`config.mk`:
```
export PLATFORM = sky130hd
export DESIGN_NAME = inst_queue_flat
export DESIGN_NICKNAME = d
export VERILOG_FILES = /design/src/rtl/inst_queue_if.sv /design/src/rtl/inst_queue.sv /design/src/flat_wrapper.sv
export SDC_FILE = /design/constraint.sdc
export NUM_CORES = 1
export LEC_CHECK = 0
export CORE_ASPECT_RATIO = 0.5
export CORE_MARGIN = 5
export CORE_UTILIZATION = 50
export CTS_BUF_LIST = sky130_fd_sc_hd__clkbuf_16
export CTS_CLUSTER_SIZE = 28
export DETAILED_ROUTE_END_ITERATION = 8
export PLACE_DENSITY = 0.77
export SYNTH_ARGS = -nofsm -noshare
export SYNTH_HDL_FRONTEND = slang
export SYNTH_SLANG_ARGS = --single-unit
```
`constraint.sdc`:
```
create_clock -name clk -period 5.81 [get_ports clk]
set_input_delay 0.581 -clock clk [delete_from_list [all_inputs] [get_ports clk]]
set_output_delay 0.581 -clock clk [all_outputs]
set_load 0.03 [all_outputs]
```
`src/rtl/inst_queue_if.sv`:
```
// Fetch/issue interface of the instruction queue.
// An entry is a 67-bit vector laid out as {pc[31:0], instruction[31:0], prediction, branch, jump},
// so pc is [66:35], instruction [34:3], prediction [2], branch [1], jump [0].
// Signals:
//   pipe_in, in_valid : entry offered by fetch
//   enable            : back to fetch, 1 = fetch may advance and the queue accepts
//   flush             : redirect from commit, discards all entries
//   iq_out, out_valid : head entry presented to issue
//   out_ready         : issue accepts the head this cycle
//   count             : occupancy, 0..DEPTH
// Modports: slave = the queue, master = fetch/issue/commit side.
interface inst_queue_if #(
  parameter int unsigned DEPTH = 16,
  parameter int unsigned PTR_W = $clog2(DEPTH)
);
  logic [66:0]    pipe_in;
  logic           in_valid;
  logic           enable;
  logic           flush;
  logic [66:0]    iq_out;
  logic           out_valid;
  logic           out_ready;
  logic [PTR_W:0] count;

  modport slave (
    input  pipe_in, in_valid, flush, out_ready,
    output enable, iq_out, out_valid, count
  );

  modport master (
    output pipe_in, in_valid, flush, out_ready,
    input  enable, iq_out, out_valid, count
  );
endinterface

```
`src/rtl/inst_queue.sv`:
```
// Instruction queue between fetch and issue: circular FIFO of DEPTH entries with an in-order
// valid/ready head, back-pressure to fetch through enable, and a flush that empties the queue.
// Ports:
//   clk   : clock
//   reset : asynchronous active-low reset
//   iq    : inst_queue_if.slave (fetch entry in, stall out, flush, head entry to issue, count)
// Optional feature: define IQ_BYPASS_EN to let an entry arriving at an empty queue appear on
// iq_out in the same cycle (and be consumed without being stored if issue is ready).
module inst_queue #(
  parameter int unsigned DEPTH = 16,
  parameter int unsigned PTR_W = $clog2(DEPTH)
) (
  input  logic         clk,
  input  logic         reset,
  inst_queue_if.slave  iq
);

  localparam logic [PTR_W:0] FullCnt = DEPTH[PTR_W:0];

  logic [66:0]      r_mem [DEPTH];
  logic [PTR_W-1:0] r_wr_ptr;
  logic [PTR_W-1:0] r_rd_ptr;
  logic [PTR_W:0]   r_count;

  logic w_empty;
  logic w_full;
  logic w_bypass;
  logic w_push;
  logic w_pop;

  assign w_empty = (r_count == '0);
  assign w_full  = (r_count == FullCnt);

`ifdef IQ_BYPASS_EN
  assign w_bypass = w_empty & iq.in_valid & ~iq.flush;
`else
  assign w_bypass = 1'b0;
`endif

  // A bypassed entry taken by issue in the same cycle is never written.
  assign w_push = iq.in_valid & ~w_full & ~iq.flush & ~(w_bypass & iq.out_ready);
  // Pops from storage only; a bypass hand-off leaves the pointers alone.
  assign w_pop  = ~w_empty & iq.out_ready & ~iq.flush;

  always_comb begin
    iq.enable    = ~w_full;
    iq.out_valid = ~w_empty | w_bypass;
    iq.count     = r_count;
    iq.iq_out    = '0;
    if (w_bypass) begin
      iq.iq_out = iq.pipe_in;
    end else if (!w_empty) begin
      iq.iq_out = r_mem[r_rd_ptr];
    end
  end

  always_ff @(posedge clk or negedge reset) begin
    if (!reset) begin
      r_wr_ptr <= '0;
      r_rd_ptr <= '0;
      r_count  <= '0;
    end else if (iq.flush) begin
      r_wr_ptr <= '0;
      r_rd_ptr <= '0;
      r_count  <= '0;
    end else begin
      if (w_push) r_wr_ptr <= r_wr_ptr + 1'b1;
      if (w_pop)  r_rd_ptr <= r_rd_ptr + 1'b1;
      case ({w_push, w_pop})
        2'b10:   r_count <= r_count + 1'b1;
        2'b01:   r_count <= r_count - 1'b1;
        default: r_count <= r_count;
      endcase
    end
  end

  // Storage has no reset; its contents are only observed when count says they are valid.
  always_ff @(posedge clk) begin
    if (w_push) r_mem[r_wr_ptr] <= iq.pipe_in;
  end

endmodule

```
`src/flat_wrapper.sv`:
```
// flat-port wrapper written by rule: the top's interface ports become plain ports
module inst_queue_flat 
#(
  parameter int unsigned DEPTH = 16,
  parameter int unsigned PTR_W = $clog2(DEPTH)
)
  (clk, reset, iq_pipe_in, iq_in_valid, iq_flush, iq_out_ready, iq_enable, iq_iq_out, iq_out_valid, iq_count);
  inst_queue_if #(.DEPTH(DEPTH), .PTR_W(PTR_W)) iq_i ();
  input  logic clk;
  input  logic reset;
  input wire logic [$bits(iq_i.pipe_in)-1:0] iq_pipe_in;
  input wire logic [$bits(iq_i.in_valid)-1:0] iq_in_valid;
  input wire logic [$bits(iq_i.flush)-1:0] iq_flush;
  input wire logic [$bits(iq_i.out_ready)-1:0] iq_out_ready;
  output wire logic [$bits(iq_i.enable)-1:0] iq_enable;
  output wire logic [$bits(iq_i.iq_out)-1:0] iq_iq_out;
  output wire logic [$bits(iq_i.out_valid)-1:0] iq_out_valid;
  output wire logic [$bits(iq_i.count)-1:0] iq_count;
  assign iq_i.pipe_in = iq_pipe_in;
  assign iq_i.in_valid = iq_in_valid;
  assign iq_i.flush = iq_flush;
  assign iq_i.out_ready = iq_out_ready;
  assign iq_enable = iq_i.enable;
  assign iq_iq_out = iq_i.iq_out;
  assign iq_out_valid = iq_i.out_valid;
  assign iq_count = iq_i.count;
  inst_queue #(.DEPTH(DEPTH), .PTR_W(PTR_W)) u_core (.clk(clk), .reset(reset), .iq(iq_i));
endmodule
```
Yosys cells after proc, flatten, opt, wreduce, memory -nomap -nowiden

Memory sizes are Yosys's and may differ from the RTL's.
Cells that the tools add are included.

Shifts and indexed selects: 0
$add $sub $neg: 4
Multiplexer cells: 9
$lt $le $gt $ge: 0
Bitwise operators: 7
Multipliers: 0
Reduce and logical (&&, ||, !) cells: 4
Equality and inequality tests: 3
Divide/modulo/power cells: 0

Operators with widths:

| cell                                                 | count |
|---|---|
| 2-to-1 mux 67 bit                                    | 1 |
| 2-to-1 mux 4 bit                                     | 4 |
| case mux 5 bit (2 select lines)                      | 1 |
| adder 4 x 1 -> 4 bit (second input constant)         | 2 |
| adder 5 x 1 -> 5 bit (second input constant)         | 1 |
| equality test 5 bit (second input constant)          | 1 |
| zero test 5 bit                                      | 1 |
| 2-to-1 mux 5 bit                                     | 1 |
| subtractor 5 x 1 -> 5 bit (second input constant)    | 1 |
| AND 1 bit                                            | 4 |
| nonzero test 2 bit                                   | 2 |
| NOT 1 bit                                            | 3 |
| nonzero test 3 bit                                   | 1 |
| equality test 2 x 1 -> 1 bit (second input constant) | 1 |
| equality test 2 bit (second input constant)          | 1 |
| 2-to-1 mux 1 bit                                     | 2 |

Input port bits: 72
Memories kept: 1
Register bits: 13
RAM bits: 1072
Output and inout bits: 74
Bits in read-only memories: 0
Bits in latches: 0

Memory list:

| name         | depth | bits a word | rd ports | clocked after memory_dff | write ports | RTL line         | source |
|---|---|---|---|---|---|---|---|
| u_core.r_mem | 16    | 67          | 1        | 0                        | 1           | inst_queue.sv:20 | `logic [66:0] r_mem [DEPTH];` |

Depth between registers and ports, before layout

Gate-level depths: netlist (run 1).

Depth after elaboration: 7
Depth in mapped cells: 10

Worst setup path before layout (run 1)

No wires, ideal clock.

Kind: register -> register
From: reg u_core.r_count[1] (netlist: u_core.iq.count[1])
To: mem u_core.r_mem[15][0] (enable)
Arrival: 4.214 ns
Stages on the path, launching flop included: 7
Setup time: 0.493 ns
Clock period less this slack: 4.706 ns
Setup slack: 1.104 ns
Cells stage by stage: dfrtp_1 > buf_2 > nor4_4 > a21boi_0 > buf_2 > nand2_1 > nor2_1

Cells in the longest elaborated chain, start to end: 6

Ends and longest elaborated chain:

| item                                   | RTL line         | source |
|---|---|---|
| start: declaration                     | inst_queue.sv:23 | `logic [PTR_W:0] r_count;` |
| start signal: assignment               | inst_queue.sv:70 | `2'b10: r_count <= r_count + 1'b1;` |
| start signal: assignment               | inst_queue.sv:71 | `2'b01: r_count <= r_count - 1'b1;` |
| start signal: assignment               | inst_queue.sv:72 | `default: r_count <= r_count;` |
| equality test 5 bit                    | inst_queue.sv:32 | `assign w_full = (r_count == FullCnt);` |
| NOT 1 bit                              | inst_queue.sv:41 | `assign w_push = iq.in_valid & ~w_full & ~iq.flush & ~(w_bypass & iq.out_ready);` |
| AND 1 bit (2 in series)                | inst_queue.sv:41 |  |
| 2-to-1 mux 1 bit                       | inst_queue.sv:79 | `if (w_push) r_mem[r_wr_ptr] <= iq.pipe_in;` |
| 2-to-1 mux 1 bit (not written as such) | inst_queue.sv:79 |  |
| end: declaration                       | inst_queue.sv:20 |  |

Every way passes these cells.

Final worst setup path (run 1)

From: reg u_core.r_rd_ptr[0]
To: out iq_iq_out[11]

Cells in the longest elaborated chain, start to end: 2

Ends and longest elaborated chain:

| item                      | RTL line           | source |
|---|---|---|
| start: declaration        | inst_queue.sv:22   | `logic [PTR_W-1:0] r_rd_ptr;` |
| start signal: assignment  | inst_queue.sv:68   | `if (w_pop) r_rd_ptr <= r_rd_ptr + 1'b1;` |
| memory read (16 x 67 bit) | -                  |  |
| 2-to-1 mux 67 bit         | inst_queue.sv:52   | `end else if (!w_empty) begin` |
| end: declaration          | flat_wrapper.sv:16 | `output wire logic [$bits(iq_i.iq_out)-1:0] iq_iq_out;` |

Every way passes these cells.

==> results, run 1 <==
- The run finished with clean final reports.
- The hold violation count in the final report is 0.
- The number of warnings printed during yosys synthesis is 0.
- The first-pass detailed-route iteration total is 5.
- The slowest stage of the critical path is the dfrtp_4 cell.
- The number of nets in the final layout is 1941.
- 146 I/O pins were placed.
- The reported leakage power is 14.3 nW.
- The count of nets left with antenna violations once routing finished came out at 0.
- Max-cap violations in this run came to 0.
- The post-synthesis compound-gate area fraction is 0.310%.
- In this run the critical register-to-register path is captured at u_core.r_mem[5][28].
- In this run the worst path has a maximum fanout of 36.
- After detailed routing, no signal wire sits above met4.
- After routing, the total negative slack on setup checks comes to 0 ps.
- The start of the worst register-to-register path is u_core.iq.count[0].
- The area added between synthesis and finish is 14.4%.
- After Yosys synthesis, XOR and XNOR cells account for 0.169% of the synthesized area.
- Of the cells placed in the final design, the portion with a size suffix greater than 1 is 26.7%.
- In this run the biggest area consumer among cell types represents 77.5% of the synthesized area.
- The endpoint type of the worst setup path is an output port.
- The register bit total from synthesis is 1085.
- The overall fraction of global-route tracks in use is 21.0%.
- The remaining global-route overflow is 0.
- The routed length on met1 is between 30000 and 40000 um.
- After floorplanning, the core was sized to cover approximately 0.082 sq mm.
- The synthesized instance count is ~1700.
- The cell type with the largest total area after synthesis is edfxtp_1.
- The total wirelength of the detailed-routed design is 93100 um.
- The startpoint class of the critical path is a register.
- The biggest cell delay along the critical path is 940 ps.
- The placement-stage worst setup slack is 1820 ps.
- The cell seen most often among critical-path stages is mux4_2.
- The worst hold slack across all endpoints is 309 ps.
- Across all layers, the routed design uses between 15000 and 20000 vias.
- The maximum number of pins on one net before global-route repair is 95.
- After detailed routing, the number of remaining DRC violations is 0.
- After detailed routing, the number of vias per cell comes to 6.22.
- The kind of critical path is register to output port.
- The cell chosen for the clock root is clkbuf_16.
- The final max-slew violation count is 0.
- The final worst-path cycle share is 79.8%.
- Summing the sequential cell areas from Yosys gives 78.3% of the chip area.
- Setup repair after global routing left no endpoint under its margin.
- In this run the tool buffered the top-level ports with 145 buffer cells.
- Routability-driven placement finished with a final weighted congestion of 0.718.
- The achievable frequency is 216 MHz.
- The clock drives roughly 1100 sinks.
- For the worst setup path, the data required time is about 5200 ps.
- The synthesized area is 0.0415 sq mm.
- The starting utilization of the core area is 50.7%.
- When the netlist entered floorplanning its net count stood at around 1800.
- The transition time at the pin with the least slew margin is slightly above 1000 ps.
- The setup clock skew after layout is 23.4 ps.
- The share of synthesized area spent on multiplexers is 18.2%.
- The met2 wire length is just under 50000 um.
- Data arrives at the worst endpoint at 4060 ps.
- The worst reg2reg path depth is 6.
- The total CTS buffers is 94.
- The overall die area is 0.0893 sq mm.
- The via count of the first global-routing pass is 19930.
- For the finished layout, the period the worst path requires is ~4600 ps.
- The clock slew seen by the registers of the worst setup and hold paths is 70 ps.
- The relative slew slack is 30.7%.
- Setup violations remaining at the end of the flow were counted as 0.
- The number of antenna violations at the first check in global routing is 3.
- The sum of met3 wire segment lengths after detailed routing is 7330 um.
- The signal on the critical path passes through buf_4 -> mux4_2 -> mux4_2 -> and2_1 -> clkdlybuf4s50_1.
- After the first detailed-routing iteration, the DRC count stood at around 2500.
- In the post-route analysis, the smallest setup slack over all paths is 1170 ps.
- The synthesized netlist devotes 0.211% of its cell area to adder and majority cells.
- In this run the worst hold path is classified as primary input to async pin.
- The floorplan die width is 418 um.
- The register-to-register path setup slack is 2780 ps.
- The number of hold buffers added after CTS was 0.
- The post-cts repair resize count is 0.
- The simple-gate share of the synthesized area is 1.66%.
- The insertion delay of the later-clocked pin in the worst-skew pair is 670 ps.
- The mean instance size in the synthesized netlist is ~25 sq um.
- The wire-length estimate of the detail-placed layout is 43100 um.
- The TritonCTS clock tree is yes.
- The floorplan row count is 74.
- The netlist uses 38 different library cells.
- No sink is reached through more buffers than the 3 on the longest clock path.
- The H-tree depth is 3.
- The global-route wire length before repair is 136000 um.
- The combinational family with the most area after synthesis is multiplexers.
- The die height is between 200 and 250 um.
- The worst-case IR drop observed on VDD is around 0.00036 V.
- Buffers added to address setup during post-CTS repair amount to 0.
- Ranked by total cell area, the synthesized netlist is headed by edfxtp_1 (78%), mux4_2 (18%), and2_1 (1.0%), dfrtp_1 (0.78%), clkbuf_1 (0.41%).
- The detailed-route wire length per cell is just over 30 um.
- The power density of the placed cells is approximately 420 mW/mm^2.
[synth_stat cells]
cell       number
a211oi_1        1
a21boi_0        1
a21o_1          1
a21oi_1         6
a31oi_1         1
and2_1         69
and3_1          1
buf_1           8
buf_2          13
buf_4          20
buf_6           2
clkbuf_1       45
dfrtp_1        13
edfxtp_1     1072
ha_1            7
inv_1           7
mux2i_1         3
mux4_2        335
nand2_1         7
nand3_1         7
nand4_1         1
nor2_1         27
nor3_1          2
nor3b_1         1
nor4_4          1
o2111ai_1       1
o211a_1         1
o21a_1          1
o21ai_0         1
o21ai_4         1
o22ai_1         1
o31ai_1         1
o41ai_1         1
or3_1           4
or4_1           1
or4_4           1
xnor2_1         4
xor2_1          4
[sequential cells by signal (all words and copies together), names as in the netlist]
signal           cells
u_core.r_mem      1072
u_core.iq.count      5
u_core.r_rd_ptr      4
u_core.r_wr_ptr      4
[worst max-delay path by stage]
stage | start | slack, ps | end
3_5_place_dp | u_core.r_rd_ptr[0] | 1820 | iq_iq_out[33]
4_1_cts | u_core.r_rd_ptr[0] | 1090 | iq_iq_out[11]
3_3_place_gp | u_core.r_rd_ptr[0] | 1850 | iq_iq_out[22]
2_1_floorplan | u_core.iq.count[1] | 1100 | u_core.r_mem[15][0]
6_report | u_core.r_rd_ptr[0] | 1170 | iq_iq_out[11]
5_1_grt | u_core.r_rd_ptr[0] | 980 | iq_iq_out[33]
[through the flow]
step                total power, mW  instance area, sq um  utilization, %  cells
finish                         19.9                 47500            58.0   3042
global route                   20.6                 47500            58.0   3042
CTS                            20.1                 47500            58.0   3038
detailed placement             14.1                 44600            54.4   2868
global placement               14.0                 44600            54.4   2868
floorplan                      12.4                 41500               -   1673
[worst max-delay path: cells and delay by family (launching register included)]
| family | cells | cell delay [ps] |
|---|---|---|
| buf+inv | 2 | 1120 |
| flops | 1 | 940 |
| mux | 2 | 1050 |
| simple gates | 1 | 230 |
[metal layers]
metal / vias to the layer above / global-route usage [%]
met2: 1069 / 37.0
met1: 10142 / 28.1
met5: - / 0.205
met3: 143 / 3.15
li1: 7573 / -
met4: 0 / 5.61
[layout by cell type (no fill, tap or decap), types with 4 or more instances in the layout]
master,n
edfxtp_1,1072
nand2_1,6
and2_1,69
clkdlybuf4s50_1,145
nor2_4,16
dfrtp_4,4
nor2_1,11
dfrtp_1,9
clkinv_2,13
bufinv_16,7
clkinv_1,24
diode_2,4
ha_1,7
xnor2_1,4
inv_1,31
nand3_1,7
mux4_2,335
clkbuf_16,95
a21oi_1,6
or3_1,4
xor2_1,4
buf_4,18
buf_12,18
[power breakdown]
part	total, mW	internal, mW	switching, mW
Combinational	4.96	2.36	2.60
Sequential	8.91	8.74	0.168
Clock	6.02	3.29	2.74
[cell type report]
cell class	count	area [sq um]
clock inverters	75	563
flip-flops and latches	1085	32500
multi-input cells	493	8680
well taps	1102	1380
diodes	4	10.0
inverters	7	26.3
fillers	5476	34400
repair buffers	181	1950
clock buffers	95	2380
[kinds of logic after synthesis]
logic type / Yosys count
AND/OR/NAND/NOR: 122
adder cells (fa/ha/maj): 7
buffers and inverters: 95
AO/OA/AOI/OAI: 18
flip-flops: 1085
multiplexers: 338
XOR/XNOR: 8
(Power assumes the default switching activity.)
==> inputs of run 2 (changes only) <==
- clock period: 5.81 -> 4.75 ns (I/O delays scaled with it)
==> run 2 against run 1 <==
Flip-flop and latch count unchanged. Hold slack got worse by 47 ps. Clock skew is 1.6 ps lower. Final cell count grew 0.62%. Routed wire length is 0.63% lower. Cell area grew 0.37%. Combinational power rose by 25%. Die area is the same. Non-clock buffer count grew 16. Core utilization increased by 0.21 points. Highest routed layer unchanged.
==> results, run 2 (synthesis gave the netlist of run 1 again) <==
- Setup repair after global routing left no endpoint under its margin.
- The overall fraction of global-route tracks in use is 20.9% (-0.13 points).
- From synthesis to final layout, the design area changed by 14.8%.
- The library cells used most frequently in the layout, excluding fill and tap cells, are edfxtp_1 (1072), mux4_2 (335), clkdlybuf4s50_1 (145).
- The total CTS buffers is 93 (-1.1%).
- The flow ran to the end, and the final reports show no timing, DRC or antenna violations.
- The via count of the first global-routing pass is 19785 (-0.73%).
- The overall die area is 0.0893 sq mm (unchanged).
- The path class of the tightest hold or removal check is primary input to async pin.
- The largest buffer count on any clock path came to 3 (unchanged).
- The post-CTS setup-driven buffer insertion count is 0 (unchanged).
- The power density of the placed cells is 512 mW/mm^2 (+22%).
- The starting utilization of the core area was 50.7% (unchanged).
- The share of cells above drive strength 1 is 27.3% (+0.59 points).
- The setup clock skew after layout is 21.8 ps (-1.63 ps).
- The register-to-register path setup slack is 1630 ps (-1150 ps).
- The final worst-path cycle share is 89.8%.
- The floorplan die width is 418 um (unchanged).
- The arrival time reported for the critical path endpoint is 3790 ps (-270 ps).
- The relative slew slack is 27.9% (-2.8 points).
- The capture point of the worst path is iq_iq_out[31].
- The worst hold slack across all endpoints was 262 ps (-47.1 ps).
- The required time reported for the critical path endpoint came to 4280 ps (-950 ps).
- The clock slew seen by the registers of the worst setup and hold paths is 60 ps (about the same).
- The most critical setup path has its startpoint at u_core.r_rd_ptr[0].
- The number of antenna violations at the first check in global routing was 10 (+7).
- The number of nets in the final layout is 1956 (+0.77%).
- The global-route wire length before repair is 136000 um (-0.37%).
- The number of maximum-capacitance constraint violations is 0 (unchanged).
- The achievable frequency is 235 MHz.
- The detailed-route wire length per cell is 30.2 um (-1.2%).
- By startpoint and endpoint, the worst setup path is classified as register to output port.
- The post-cts repair resize count is 0 (unchanged).
- The floorplan row count is 74 (unchanged).
- The maximum number of pins on one net before global-route repair is 69 (-27%).
- The first-pass detailed-route iteration total is 7 (+2).
- The total negative setup slack was 0 ps (unchanged).
- The CTS sink count is 1085 (unchanged).
- The shortest clock period the worst path allows after layout is 4260 ps.
- The post-DP HPWL came to 43500 um (+0.87%).
- The endpoint type of the worst setup path is an output port.
- The post-detailed-route count of antenna-violating nets is 0 (unchanged).
- The highest net fanout along the worst path was 68 (+89%).
- Ranked by flip-flop count, first place goes to u_core.r_mem.
- The reported leakage power is 14.4 nW (+0.60%).
- The final max-slew violation count came to 0 (unchanged).
- The hold violation count in the final report was 0 (unchanged).
- The worst setup path is launched from a register.
- The count of buffers inserted at the top-level ports is 145 (unchanged).
- The worst register-to-register path begins at u_core.iq.count[1].
- The worst reg2reg path depth was 5 (-1).
- The total wirelength of the detailed-routed design came to 92500 um (-0.63%).
- The TritonCTS clock tree is yes.
- The insertion delay of the later-clocked pin in the worst-skew pair is 660 ps (about the same).
- The H-tree depth came to 3 (unchanged).
- The transition time at the pin with the least slew margin came to 1080 ps (+45.1 ps).
- The placeable core area is 0.0819 sq mm (unchanged).
- The boundary pin count was 146 (unchanged).
- The number of flip-flops under the largest register name is 1072 (unchanged).
- The placer congestion estimate was 0.721 (+0.40%).
- The detailed-route vias per instance was 6.23 (+0.12%).
- The final setup violation count is 0 (unchanged).
- The DRC violation count after routing is 0 (unchanged).
- The remaining global-route overflow is 0 (unchanged).
- The cell chosen for the clock root is clkbuf_16.
- The routed via count is 19068 (+0.74%).
- The worst supply voltage drop on vdd was 0.000558 V (+53%).
- The destination of the worst register-to-register timing path is u_core.r_mem[0][26].
- The number of violations reported at the end of detailed-routing iteration 0 is 2370 (-6.7%).
- The total of hold buffers inserted after clock tree synthesis is 0 (unchanged).
- The die height is 214 um (unchanged).
- Leaving out fill and tap cells, the most frequent cell in the layout is edfxtp_1.
[run 2: cell count changes in the layout (fill, tap and decap cells not counted), sizes merged]
cell | before | now
bufinv | 7 | 8
diode | 4 | 10
clkinv | 41 | 33
inv | 34 | 32
clkinvlp | 0 | 4
buf | 36 | 52
clkbuf | 95 | 97
[run 2: metal layers]
| layer | part of all wire [%] | GRT usage [%] | vias up |
|---|---|---|---|
| met5 | 0 | 0 | - |
| met4 | 2.5 | 6.19 | 0 |
| met3 | 7.7 | 3.53 | 137 |
| met2 | 53 | 36.0 | 1095 |
| met1 | 37 | 28.1 | 10233 |
| li1 | - | - | 7603 |
[run 2: layout make-up]
class                           count  area, sq um
Fill cell                        5512        34300
Sequential cell                  1085        32500
Multi-Input combinational cell    493         8680
Clock buffer                       97         2430
Timing Repair Buffer              197         2120
Tap cell                         1102         1380
Clock inverter                     70          503
Inverter                            7         26.3
Antenna cell                       10         25.0
[run 2: power by group]
| part | total (mW) | switching [mW] | internal (mW) |
|---|---|---|---|
| registers | 10.9 | 0.162 | 10.7 |
| logic | 6.18 | 3.25 | 2.93 |
| clock network | 7.38 | 3.27 | 4.11 |
| total | 24.4 | 6.69 | 17.7 |
[run 2: through the flow]
stage               setup slack [ps]  area (sq um)  util, %  power (mW)  instances
floorplan                       43.8         41500        -        15.2       1673
global placement                1130         44700     54.6        17.2       2884
detailed placement              1100         44700     54.6        17.3       2884
CTS                              392         47700     58.2        24.6       3051
global route                     279         47700     58.2        25.3       3060
finish                           486         47700     58.2        24.4       3061
[run 2: worst max-delay path, stage by stage, from the launching register on]
cell	delay (ps)
dfrtp_4	680
buf_12	470
mux4_2	600
mux4_2	490
and2_1	200
clkdlybuf4s50_1	610
[run 2: how the worst min path moves through the flow]
stage,startpoint,end,cells past startpoint
6_report,reset,u_core.iq.count[3],1
5_1_grt,reset,u_core.iq.count[3],1
4_1_cts,reset,u_core.iq.count[3],1
3_5_place_dp,u_core.r_wr_ptr[2],u_core.r_wr_ptr[2],2
3_3_place_gp,u_core.r_wr_ptr[2],u_core.r_wr_ptr[2],2
2_1_floorplan,reset,u_core.iq.count[0],0
